--- config.mk ---
export PLATFORM = sky130hd
export DESIGN_NAME = voice_slot_scheduler_flat
export DESIGN_NICKNAME = d
export VERILOG_FILES = /design/src/rtl/voice_slot_if.sv /design/src/rtl/voice_slot_scheduler.sv /design/src/flat_wrapper.sv
export SDC_FILE = /design/constraint.sdc
export NUM_CORES = 1
export LEC_CHECK = 0
export BUFFER_PORTS_ARGS = -buffer_cell sky130_fd_sc_hd__buf_2
export CAP_MARGIN = 20
export CELL_PAD_IN_SITES_DETAIL_PLACEMENT = 0
export CELL_PAD_IN_SITES_GLOBAL_PLACEMENT = 2
export CORE_MARGIN = 5
export CORE_UTILIZATION = 40
export DETAILED_ROUTE_END_ITERATION = 8
export MAX_ROUTING_LAYER = met4
export PLACE_DENSITY_LB_ADDON = 0.12
export REMOVE_ABC_BUFFERS = 1
export SYNTH_ARGS = -nofsm -noshare
export SYNTH_HDL_FRONTEND = slang
export SYNTH_SLANG_ARGS = --single-unit
--- constraint.sdc ---
create_clock -name clk -period 3 [get_ports clk]
set_input_delay 0.15 -clock clk [delete_from_list [all_inputs] [get_ports clk]]
set_output_delay 0.15 -clock clk [all_outputs]
set_load 0.05 [all_outputs]
--- src/rtl/voice_slot_if.sv ---
// Command-in / slot-out bundle of the voice slot scheduler.
// Parameterised on voice count so slot_voice width tracks it.
interface voice_slot_if #(
  parameter int NUM_VOICES = 16
);
  localparam int VW = $clog2(NUM_VOICES);

  logic          cmd_ready_flag;
  logic          cmd_note_status;
  logic [7:0]    cmd_voice_index;
  logic [6:0]    cmd_midi_note;
  logic [6:0]    cmd_velocity;

  logic          slot_start;
  logic          frame_start;
  logic [VW-1:0] slot_voice;
  logic          slot_active;
  logic [6:0]    slot_note;
  logic [6:0]    slot_velocity;
  logic          slot_gate_on;
  logic          slot_gate_off;
  logic          sweep_busy;
  logic          cmd_dropped;

  modport master (
    output cmd_ready_flag, cmd_note_status,
    output cmd_voice_index, cmd_midi_note,
    output cmd_velocity,
    input  slot_start, frame_start, slot_voice,
    input  slot_active, slot_note, slot_velocity,
    input  slot_gate_on, slot_gate_off,
    input  sweep_busy, cmd_dropped
  );

  modport slave (
    input  cmd_ready_flag, cmd_note_status,
    input  cmd_voice_index, cmd_midi_note,
    input  cmd_velocity,
    output slot_start, frame_start, slot_voice,
    output slot_active, slot_note, slot_velocity,
    output slot_gate_on, slot_gate_off,
    output sweep_busy, cmd_dropped
  );
endinterface

--- src/rtl/voice_slot_scheduler.sv ---
// Note commands -> per-voice table; round-robin slot scanner
// presenting one voice per slot, plus all-notes-off sweep.
module voice_slot_scheduler #(
  parameter int NUM_VOICES  = 16,
  parameter int SLOT_CYCLES = 16
) (
  input  logic        clk,
  input  logic        reset,
  voice_slot_if.slave bus
);
  localparam int VW = $clog2(NUM_VOICES);
  localparam int CW = $clog2(SLOT_CYCLES);
  localparam logic [0:0]    ST_IDLE  = 1'b0;
  localparam logic [0:0]    ST_SWEEP = 1'b1;
  localparam logic [7:0]    ALL_OFF  = 8'hFF;
  localparam logic [VW-1:0] LAST_V   = VW'(NUM_VOICES - 1);
  localparam logic [CW-1:0] LAST_S   = CW'(SLOT_CYCLES - 1);

  logic          ready_d;
  logic          pend_full;
  logic          pend_on;
  logic [7:0]    pend_idx;
  logic [6:0]    pend_note;
  logic [6:0]    pend_vel;
  logic [0:0]    state;
  logic [VW-1:0] sweep_idx;
  logic [CW-1:0] slot_cnt;
  logic [VW-1:0] voice_cnt;
  logic          dropped_q;

  logic          t_active [NUM_VOICES];
  logic [6:0]    t_note   [NUM_VOICES];
  logic [6:0]    t_vel    [NUM_VOICES];
  logic          t_pon    [NUM_VOICES];
  logic          t_poff   [NUM_VOICES];

  logic          rise;
  logic          bad_idx;
  logic          apply;
  logic          accept;
  logic          sweeping;
  logic          apply_note;
  logic          sweep_start;
  logic          wrap;
  logic [VW-1:0] next_voice;
  logic          wr_en;
  logic          wr_set;
  logic [VW-1:0] wr_idx;

  assign rise     = bus.cmd_ready_flag & ~ready_d;
  assign bad_idx  = (bus.cmd_voice_index >= 8'(NUM_VOICES))
                  && (bus.cmd_voice_index != ALL_OFF);
  assign sweeping = (state == ST_SWEEP);
  assign apply    = pend_full && !sweeping;
  // A rise landing on the edge that empties pending is taken.
  assign accept   = rise && !bad_idx && (!pend_full || apply);
  assign apply_note  = apply && (pend_idx != ALL_OFF);
  assign sweep_start = apply && (pend_idx == ALL_OFF);
  assign wrap        = (slot_cnt == LAST_S);
  assign next_voice  = voice_cnt + VW'(1);

  // Select the single table write for this cycle.
  always_comb begin
    wr_en  = 1'b0;
    wr_set = 1'b0;
    wr_idx = '0;
    unique case (1'b1)
      sweeping: begin
        wr_en  = 1'b1;
        wr_idx = sweep_idx;
      end
      apply_note: begin
        wr_en  = 1'b1;
        wr_idx = pend_idx[VW-1:0];
        wr_set = pend_on && (pend_vel != 7'd0);
      end
      default: ;
    endcase
  end

  // Edge detect, pending register, sweep FSM, drop pulse.
  always_ff @(posedge clk) begin
    if (reset) begin
      ready_d   <= 1'b0;
      pend_full <= 1'b0;
      pend_on   <= 1'b0;
      pend_idx  <= '0;
      pend_note <= '0;
      pend_vel  <= '0;
      state     <= ST_IDLE;
      sweep_idx <= '0;
      dropped_q <= 1'b0;
    end else begin
      ready_d   <= bus.cmd_ready_flag;
      dropped_q <= rise && !accept;
      if (accept) begin
        pend_full <= 1'b1;
        pend_on   <= bus.cmd_note_status;
        pend_idx  <= bus.cmd_voice_index;
        pend_note <= bus.cmd_midi_note;
        pend_vel  <= bus.cmd_velocity;
      end else if (apply) begin
        pend_full <= 1'b0;
      end
      if (sweeping) begin
        sweep_idx <= sweep_idx + VW'(1);
        if (sweep_idx == LAST_V) state <= ST_IDLE;
      end else if (sweep_start) begin
        state     <= ST_SWEEP;
        sweep_idx <= '0;
      end
    end
  end

  // Voice table; writes after the capture clear so their flags win.
  always_ff @(posedge clk) begin
    if (reset) begin
      for (int i = 0; i < NUM_VOICES; i++) begin
        t_active[i] <= 1'b0;
        t_note[i]   <= '0;
        t_vel[i]    <= '0;
        t_pon[i]    <= 1'b0;
        t_poff[i]   <= 1'b0;
      end
    end else begin
      if (wrap) begin
        t_pon[next_voice]  <= 1'b0;
        t_poff[next_voice] <= 1'b0;
      end
      if (wr_en) begin
        if (wr_set) begin
          t_active[wr_idx] <= 1'b1;
          t_note[wr_idx]   <= pend_note;
          t_vel[wr_idx]    <= pend_vel;
          t_pon[wr_idx]    <= 1'b1;
          t_poff[wr_idx]   <= 1'b0;
        end else begin
          t_active[wr_idx] <= 1'b0;
          t_note[wr_idx]   <= '0;
          t_vel[wr_idx]    <= '0;
          t_pon[wr_idx]    <= 1'b0;
          if (t_active[wr_idx]) t_poff[wr_idx] <= 1'b1;
        end
      end
    end
  end

  // Slot scanner and per-slot output capture.
  always_ff @(posedge clk) begin
    if (reset) begin
      slot_cnt          <= LAST_S;
      voice_cnt         <= LAST_V;
      bus.slot_voice    <= '0;
      bus.slot_active   <= 1'b0;
      bus.slot_note     <= '0;
      bus.slot_velocity <= '0;
      bus.slot_gate_on  <= 1'b0;
      bus.slot_gate_off <= 1'b0;
    end else begin
      slot_cnt <= slot_cnt + CW'(1);
      if (wrap) begin
        voice_cnt         <= next_voice;
        bus.slot_voice    <= next_voice;
        bus.slot_active   <= t_active[next_voice];
        bus.slot_note     <= t_note[next_voice];
        bus.slot_velocity <= t_vel[next_voice];
        bus.slot_gate_on  <= t_pon[next_voice];
        bus.slot_gate_off <= t_poff[next_voice];
      end
    end
  end

  assign bus.slot_start  = (slot_cnt == '0);
  assign bus.frame_start = bus.slot_start && (voice_cnt == '0);
  assign bus.sweep_busy  = sweeping;
  assign bus.cmd_dropped = dropped_q;
endmodule

--- src/flat_wrapper.sv ---
// flat-port wrapper written by rule: the top's interface ports become plain ports
module voice_slot_scheduler_flat 
#(
  parameter int NUM_VOICES  = 16,
  parameter int SLOT_CYCLES = 16
)
  (clk, reset, bus_cmd_ready_flag, bus_cmd_note_status, bus_cmd_voice_index, bus_cmd_midi_note, bus_cmd_velocity, bus_slot_start, bus_frame_start, bus_slot_voice, bus_slot_active, bus_slot_note, bus_slot_velocity, bus_slot_gate_on, bus_slot_gate_off, bus_sweep_busy, bus_cmd_dropped);
  voice_slot_if #(.NUM_VOICES(NUM_VOICES)) bus_i ();
  input  logic clk;
  input  logic reset;
  input wire logic [$bits(bus_i.cmd_ready_flag)-1:0] bus_cmd_ready_flag;
  input wire logic [$bits(bus_i.cmd_note_status)-1:0] bus_cmd_note_status;
  input wire logic [$bits(bus_i.cmd_voice_index)-1:0] bus_cmd_voice_index;
  input wire logic [$bits(bus_i.cmd_midi_note)-1:0] bus_cmd_midi_note;
  input wire logic [$bits(bus_i.cmd_velocity)-1:0] bus_cmd_velocity;
  output wire logic [$bits(bus_i.slot_start)-1:0] bus_slot_start;
  output wire logic [$bits(bus_i.frame_start)-1:0] bus_frame_start;
  output wire logic [$bits(bus_i.slot_voice)-1:0] bus_slot_voice;
  output wire logic [$bits(bus_i.slot_active)-1:0] bus_slot_active;
  output wire logic [$bits(bus_i.slot_note)-1:0] bus_slot_note;
  output wire logic [$bits(bus_i.slot_velocity)-1:0] bus_slot_velocity;
  output wire logic [$bits(bus_i.slot_gate_on)-1:0] bus_slot_gate_on;
  output wire logic [$bits(bus_i.slot_gate_off)-1:0] bus_slot_gate_off;
  output wire logic [$bits(bus_i.sweep_busy)-1:0] bus_sweep_busy;
  output wire logic [$bits(bus_i.cmd_dropped)-1:0] bus_cmd_dropped;
  assign bus_i.cmd_ready_flag = bus_cmd_ready_flag;
  assign bus_i.cmd_note_status = bus_cmd_note_status;
  assign bus_i.cmd_voice_index = bus_cmd_voice_index;
  assign bus_i.cmd_midi_note = bus_cmd_midi_note;
  assign bus_i.cmd_velocity = bus_cmd_velocity;
  assign bus_slot_start = bus_i.slot_start;
  assign bus_frame_start = bus_i.frame_start;
  assign bus_slot_voice = bus_i.slot_voice;
  assign bus_slot_active = bus_i.slot_active;
  assign bus_slot_note = bus_i.slot_note;
  assign bus_slot_velocity = bus_i.slot_velocity;
  assign bus_slot_gate_on = bus_i.slot_gate_on;
  assign bus_slot_gate_off = bus_i.slot_gate_off;
  assign bus_sweep_busy = bus_i.sweep_busy;
  assign bus_cmd_dropped = bus_i.cmd_dropped;
  voice_slot_scheduler #(.NUM_VOICES(NUM_VOICES), .SLOT_CYCLES(SLOT_CYCLES)) u_core (.clk(clk), .reset(reset), .bus(bus_i));
endmodule
-- Yosys cells after proc, flatten, opt, wreduce, memory -nomap -nowiden
Memories as Yosys holds them, arrays and structs flattened. A register that Yosys moved wholly into a read port is not among the register bits.
Cells that the tools add are included.
- flip-flop bits (word level): 43
- memory bits (writable): 272
- memories: 5
- memories (memory ; words ; bits a word ; rd ports ; clocked after memory_dff ; wr ports ; line ; source):
    u_core.t_note ; 16 ; 7 ; 1 ; 1 ; 16 ; voice_slot_scheduler.sv:32 ; logic [6:0] t_note [NUM_VOICES];
    u_core.t_vel ; 16 ; 7 ; 1 ; 1 ; 16 ; voice_slot_scheduler.sv:33 ; logic [6:0] t_vel [NUM_VOICES];
    u_core.t_active ; 16 ; 1 ; 2 ; 1 ; 16 ; voice_slot_scheduler.sv:31 ; logic t_active [NUM_VOICES];
    u_core.t_poff ; 16 ; 1 ; 1 ; 1 ; 16 ; voice_slot_scheduler.sv:35 ; logic t_poff [NUM_VOICES];
    u_core.t_pon ; 16 ; 1 ; 1 ; 1 ; 16 ; voice_slot_scheduler.sv:34 ; logic t_pon [NUM_VOICES];
- add/sub/neg operators: 3
- magnitude comparators: 1
- eq/ne operators: 5
- multiplexer cells: 54
- bitwise gates (word level): 7
- reduce and logical (&&, ||, !) cells: 27
- operators by type and width (operator ; number):
    $mux 1 ; 40
    $mux 4 ; 9
    $mux 7 ; 4
    $ne 8x8->1 const B ; 2
    $reduce_or 7->1 ; 2
    $add 4x1->4 const B ; 3
    $logic_and 1x1->1 ; 9
    $eq 4x4->1 const B ; 2
    $eq 8x8->1 const B ; 1
    $ge 8x5->1 const B ; 1
    $logic_not 4->1 ; 2
    $pmux 4 s2 ; 1
    $reduce_bool 7->1 ; 1
    $or 1x1->1 ; 5
    $reduce_or 1->1 ; 5
    $logic_not 1->1 ; 4
    $reduce_bool 2->1 ; 2
    $reduce_or 2->1 ; 1
    $and 1x1->1 ; 1
    $logic_or 1x1->1 ; 1
    $not 1->1 ; 1

-- Longest topological paths before layout
An unclocked memory read counts as a cell.
- depth in word-level cells: 13
- depth in mapped cells: 12

-- Worst setup path before layout
Ideal clock, no wire load.
- path kind: register to register
- start: register u_core.state (netlist: u_core.bus.sweep_busy)
- end: memory u_core.t_active[1], enable pin
- library setup time: 408 ps
- data arrival time: 2998 ps
- data required time: 2592 ps
- path slack: -406 ps
- stages on the path, launching flop included: 9
- path buffers: 2
- path through: dfxtp_1 -> buf_2 -> and2b_1 -> o211ai_2 -> nand2_1 -> clkbuf_1 -> nor2_1 -> nand2_1 -> o21ai_0
- RTL lines (element ; line ; source):
    from (decl) ; voice_slot_scheduler.sv:25 ; logic [0:0] state;
    from (signal assigned) ; voice_slot_scheduler.sv:90 ; state <= ST_IDLE;
    from (signal assigned) ; voice_slot_scheduler.sv:107 ; if (sweep_idx == LAST_V) state <= ST_IDLE;
    from (signal assigned) ; voice_slot_scheduler.sv:109 ; state <= ST_SWEEP;
    to (decl) ; voice_slot_scheduler.sv:31 ;

==> key figures <==
Route
  • Pre-antenna DRT Iters: 6
  • Iteration-0 DRC Markers: 630
  • Final wirelength: 41.41 mm
  • Via count: 9829
  • Routed vias/inst: 5.339
  • Detail Route Antenna Nets: 0
  • WL/cell: 22.49 µm
  • Drc violations: 0

Global route
  • Vias in the first global route: 9993
  • First-pass GRT wire length: 63.77 mm
  • Grt total ovfl: 0
  • All-layer global routing usage: 19.87%
  • Largest net degree at the start of global routing: 72
  • Initial antenna violation count: 0

Worst setup path
  • Reg2reg path depth: 7
  • Critical path, cell by cell: and4_1 -> a21boi_2 -> o211ai_2 -> buf_4 -> nor3_2 -> nor2b_1 -> o21ai_1
  • Largest delay share family, worst path: simple AND/OR/NAND/NOR gates
  • CP max-delay cell: nor3_2
  • Worst Path Max Fanout: 17
  • Critical Setup Path Class: reg -> reg
  • Reg2reg setup slack: 0.21 ns
  • Arrival time at the worst endpoint: 3.03 ns
  • Reg-to-Reg End: u_core.t_poff[14]
  • RR Startpoint: u_core.pend_idx[2]
  • Max stage delay on crit path: 0.83 ns
  • Crit path buf inv count: 1
  • Critical Path Source: u_core.pend_idx[2]
  • CP Launch Type: flop
  • WP data required: 3.24 ns
  • Endpoint class of the critical path: flop

Synth
  • Main synth FF type: edfxtp_1
  • Synthesis-stage register bit count: 332
  • Mean post-synth cell area: 12.92 µm²
  • Cells after Synth: 1202
  • Register area share after synthesis: 60.34%
  • Mapped cell area: 15530 µm²
  • Synth warnings: 0
  • Post-synth EDFFs: 272
  • Netlist cell types: 61
  • Post-synth ARST share: 0%

Place
  • Dpl cells: 1752
  • DP Wirelength: 27.74 mm
  • Routability Congestion: 0.8729
  • I/O Buffers: 50
  • Post-placement cell area: 16680 µm²

Min path
  • Worst min path class: in -> reg
  • Hold path depth: 5
  • Hold EP: u_core.pend_full
  • Min-delay src: bus_cmd_voice_index[4]

CTS
  • CTS tree: done
  • Worst-Skew Late Latency: 0.54 ns
  • CTS Sinks: 332
  • Clk root buf: clkbuf_16
  • Clock slew seen by the registers of the worst setup and hold paths: 0.06 ns
  • H-tree Lvls: 2
  • CTS Buffer Depth: 3
  • Total CTS buffers: 38

Floorplanning
  • Site Rows: 72
  • Die width: 207.0 µm
  • Ports: 51
  • Die area: 42860 µm²
  • Core area: 38560 µm²
  • Die height: 207.0 µm
  • Starting Density: 40.27%

Outcome
  • Status: finished, final reports clean

Timing
  • Final setup viols: 0
  • Max Transition Viols Final: 0
  • Final min period: 2.788 ns
  • Fin. Hold Viols: 0
  • Slew @ Worst Pin: 1.026 ns
  • Unrepaired setup endpoints after global routing: no
  • Slew HR: 31.24%
  • Clk_skew: 0.01400 ns
  • Fmax: 0.3587 GHz
  • Fin crit share: 92.93%
  • Hold_ws: 0.1381 ns

Final layout
  • Total Nets Final: 1329
  • Most common cell after layout, fill and taps aside: edfxtp_1
  • Non-filler cells, final: 1841
  • Synth-to-layout area growth: 16.31%
  • Antenna Cells: 0
  • Layout cells sized above 1: 20.79%
  • Commonest non-fill, non-tap cells in the layout: edfxtp_1 (272), and2_1 (227), nand2_1 (133), nor2_1 (76), mux4_2 (68)
  • Finished Cell Area: 18060 µm²

Pwr
  • Peak supply drop: 0.3799 mV
  • PwrDens: 708.8 nW/µm²
  • Leakage: 6.787 nW

Job
  • Max Cap Viol: 0
[flip-flops by register name, indices dropped and copies added, names as in the netlist, 4 cells and up]
register,flops
u_core.t_pon,16
u_core.t_note,112
u_core.slot_cnt,4
u_core.t_poff,16
u_core.bus.slot_voice,4
u_core.pend_vel,7
u_core.sweep_idx,4
u_core.bus.slot_note,7
u_core.pend_note,7
u_core.bus.slot_velocity,7
u_core.t_active,16
u_core.pend_idx,8
u_core.t_vel,112
u_core.voice_cnt,4
[worst register-to-register path, cell delays in order, from the launching register on]
cell and delay (ns):
dfxtp_1 0.39, and4_1 0.31, a21boi_2 0.24, o211ai_2 0.23, buf_4 0.24, nor3_2 0.83, nor2b_1 0.11, o21ai_1 0.14
[logic make-up after synthesis]
family                   count (synthesis)  synth area share (%)
AND/OR/NAND/NOR                        533                 18.65
XOR/XNOR                                 7                0.3949
multiplexers                            87                 11.09
buffers and inverters                   95                 2.611
AO/OA/AOI/OAI                          141                 6.358
adder cells (fa/ha/maj)                  7                0.5640
flip-flops                             332                 60.34
[power breakdown]
group          leakage (nW)  switching (W)  internal [W]
logic                  2.92        0.00194       0.00117
registers              3.30       0.000128       0.00522
clock network         0.565        0.00180       0.00254
[layout make-up]
class | instances | area [µm²]
Clock buffer | 58 | 1109
Sequential cell | 332 | 9373
Timing Repair Buffer | 140 | 1044
Tap cell | 518 | 648.1
Inverter | 9 | 33.78
Fill cell | 3537 | 20500
Multi-Input combinational cell | 775 | 5809
Clock inverter | 9 | 43.79
[metal layers]
metal  part of all wire [%]  wire, µm  GRT usage, %
met1                     47     19470         28.49
met2                     46     19190         30.46
met3                    4.8      1973         2.511
met4                    1.9       779         4.948
met5                      0         0             -
[stage by stage]
step	power [W]	utilization [%]	worst slack, ns	TNS [ns]
finish	0.01280	46.84	0.2120	0
global route	0.01337	46.84	0.007790	0
CTS	0.01299	46.80	0.1656	0
detailed placement	0.008580	43.26	0.1879	0
global placement	0.008583	43.18	0.2306	0
floorplan	0.007405	-	-3.080	-161.75
[Yosys cell counts, types with 3 or more instances]
| cell type | number | area share, % |
|---|---|---|
| o21ai_1 | 16 | 0.52 |
| a2111o_1 | 3 | 0.22 |
| nor3_2 | 16 | 1.0 |
| nand4_2 | 3 | 0.24 |
| a21oi_1 | 43 | 1.4 |
| or3_1 | 3 | 0.12 |
| xor2_1 | 3 | 0.17 |
| a211oi_1 | 7 | 0.34 |
| o211ai_2 | 4 | 0.32 |
| nand2_1 | 133 | 3.2 |
| nand4_1 | 8 | 0.32 |
| nor2b_1 | 14 | 0.56 |
| mux2i_1 | 19 | 1.2 |
| dfxtp_1 | 60 | 7.7 |
| o211ai_1 | 6 | 0.29 |
| o21ai_0 | 19 | 0.61 |
| mux4_2 | 68 | 9.9 |
| a311oi_1 | 17 | 0.96 |
| nand3_1 | 8 | 0.26 |
| ha_1 | 7 | 0.56 |
| a211o_1 | 3 | 0.17 |
| clkbuf_1 | 52 | 1.3 |
| o211a_1 | 3 | 0.19 |
| buf_2 | 29 | 0.93 |
| nor3_1 | 6 | 0.19 |
| inv_1 | 8 | 0.19 |
| xnor2_1 | 4 | 0.23 |
| nor2_1 | 76 | 1.8 |
| o32ai_1 | 3 | 0.17 |
| and2_1 | 227 | 9.1 |
| and3_1 | 23 | 0.93 |
| edfxtp_1 | 272 | 53 |
[timing repair]
item / 4_1_cts / 5_1_grt
hold buffers: 21 / 0
endpoints found under the setup margin: 0 / 1
hold endpoints to repair: 26 / 0
setup buffers: 0 / 0
resized for setup: 0 / 1
[worst max path at each step]
| stage | endpoint | slack (ns) | cells past startpoint |
|---|---|---|---|
| 6_report | u_core.t_poff[14] | 0.21 | 7 |
| 5_1_grt | u_core.t_poff[14] | 0.008 | 7 |
| 4_1_cts | u_core.t_poff[14] | 0.17 | 7 |
| 3_5_place_dp | u_core.t_poff[14] | 0.19 | 7 |
| 3_3_place_gp | u_core.t_poff[13] | 0.23 | 7 |
| 2_1_floorplan | u_core.bus.slot_active | -3.08 | 8 |
No activity file was read; power rests on OpenSTA's default activity.
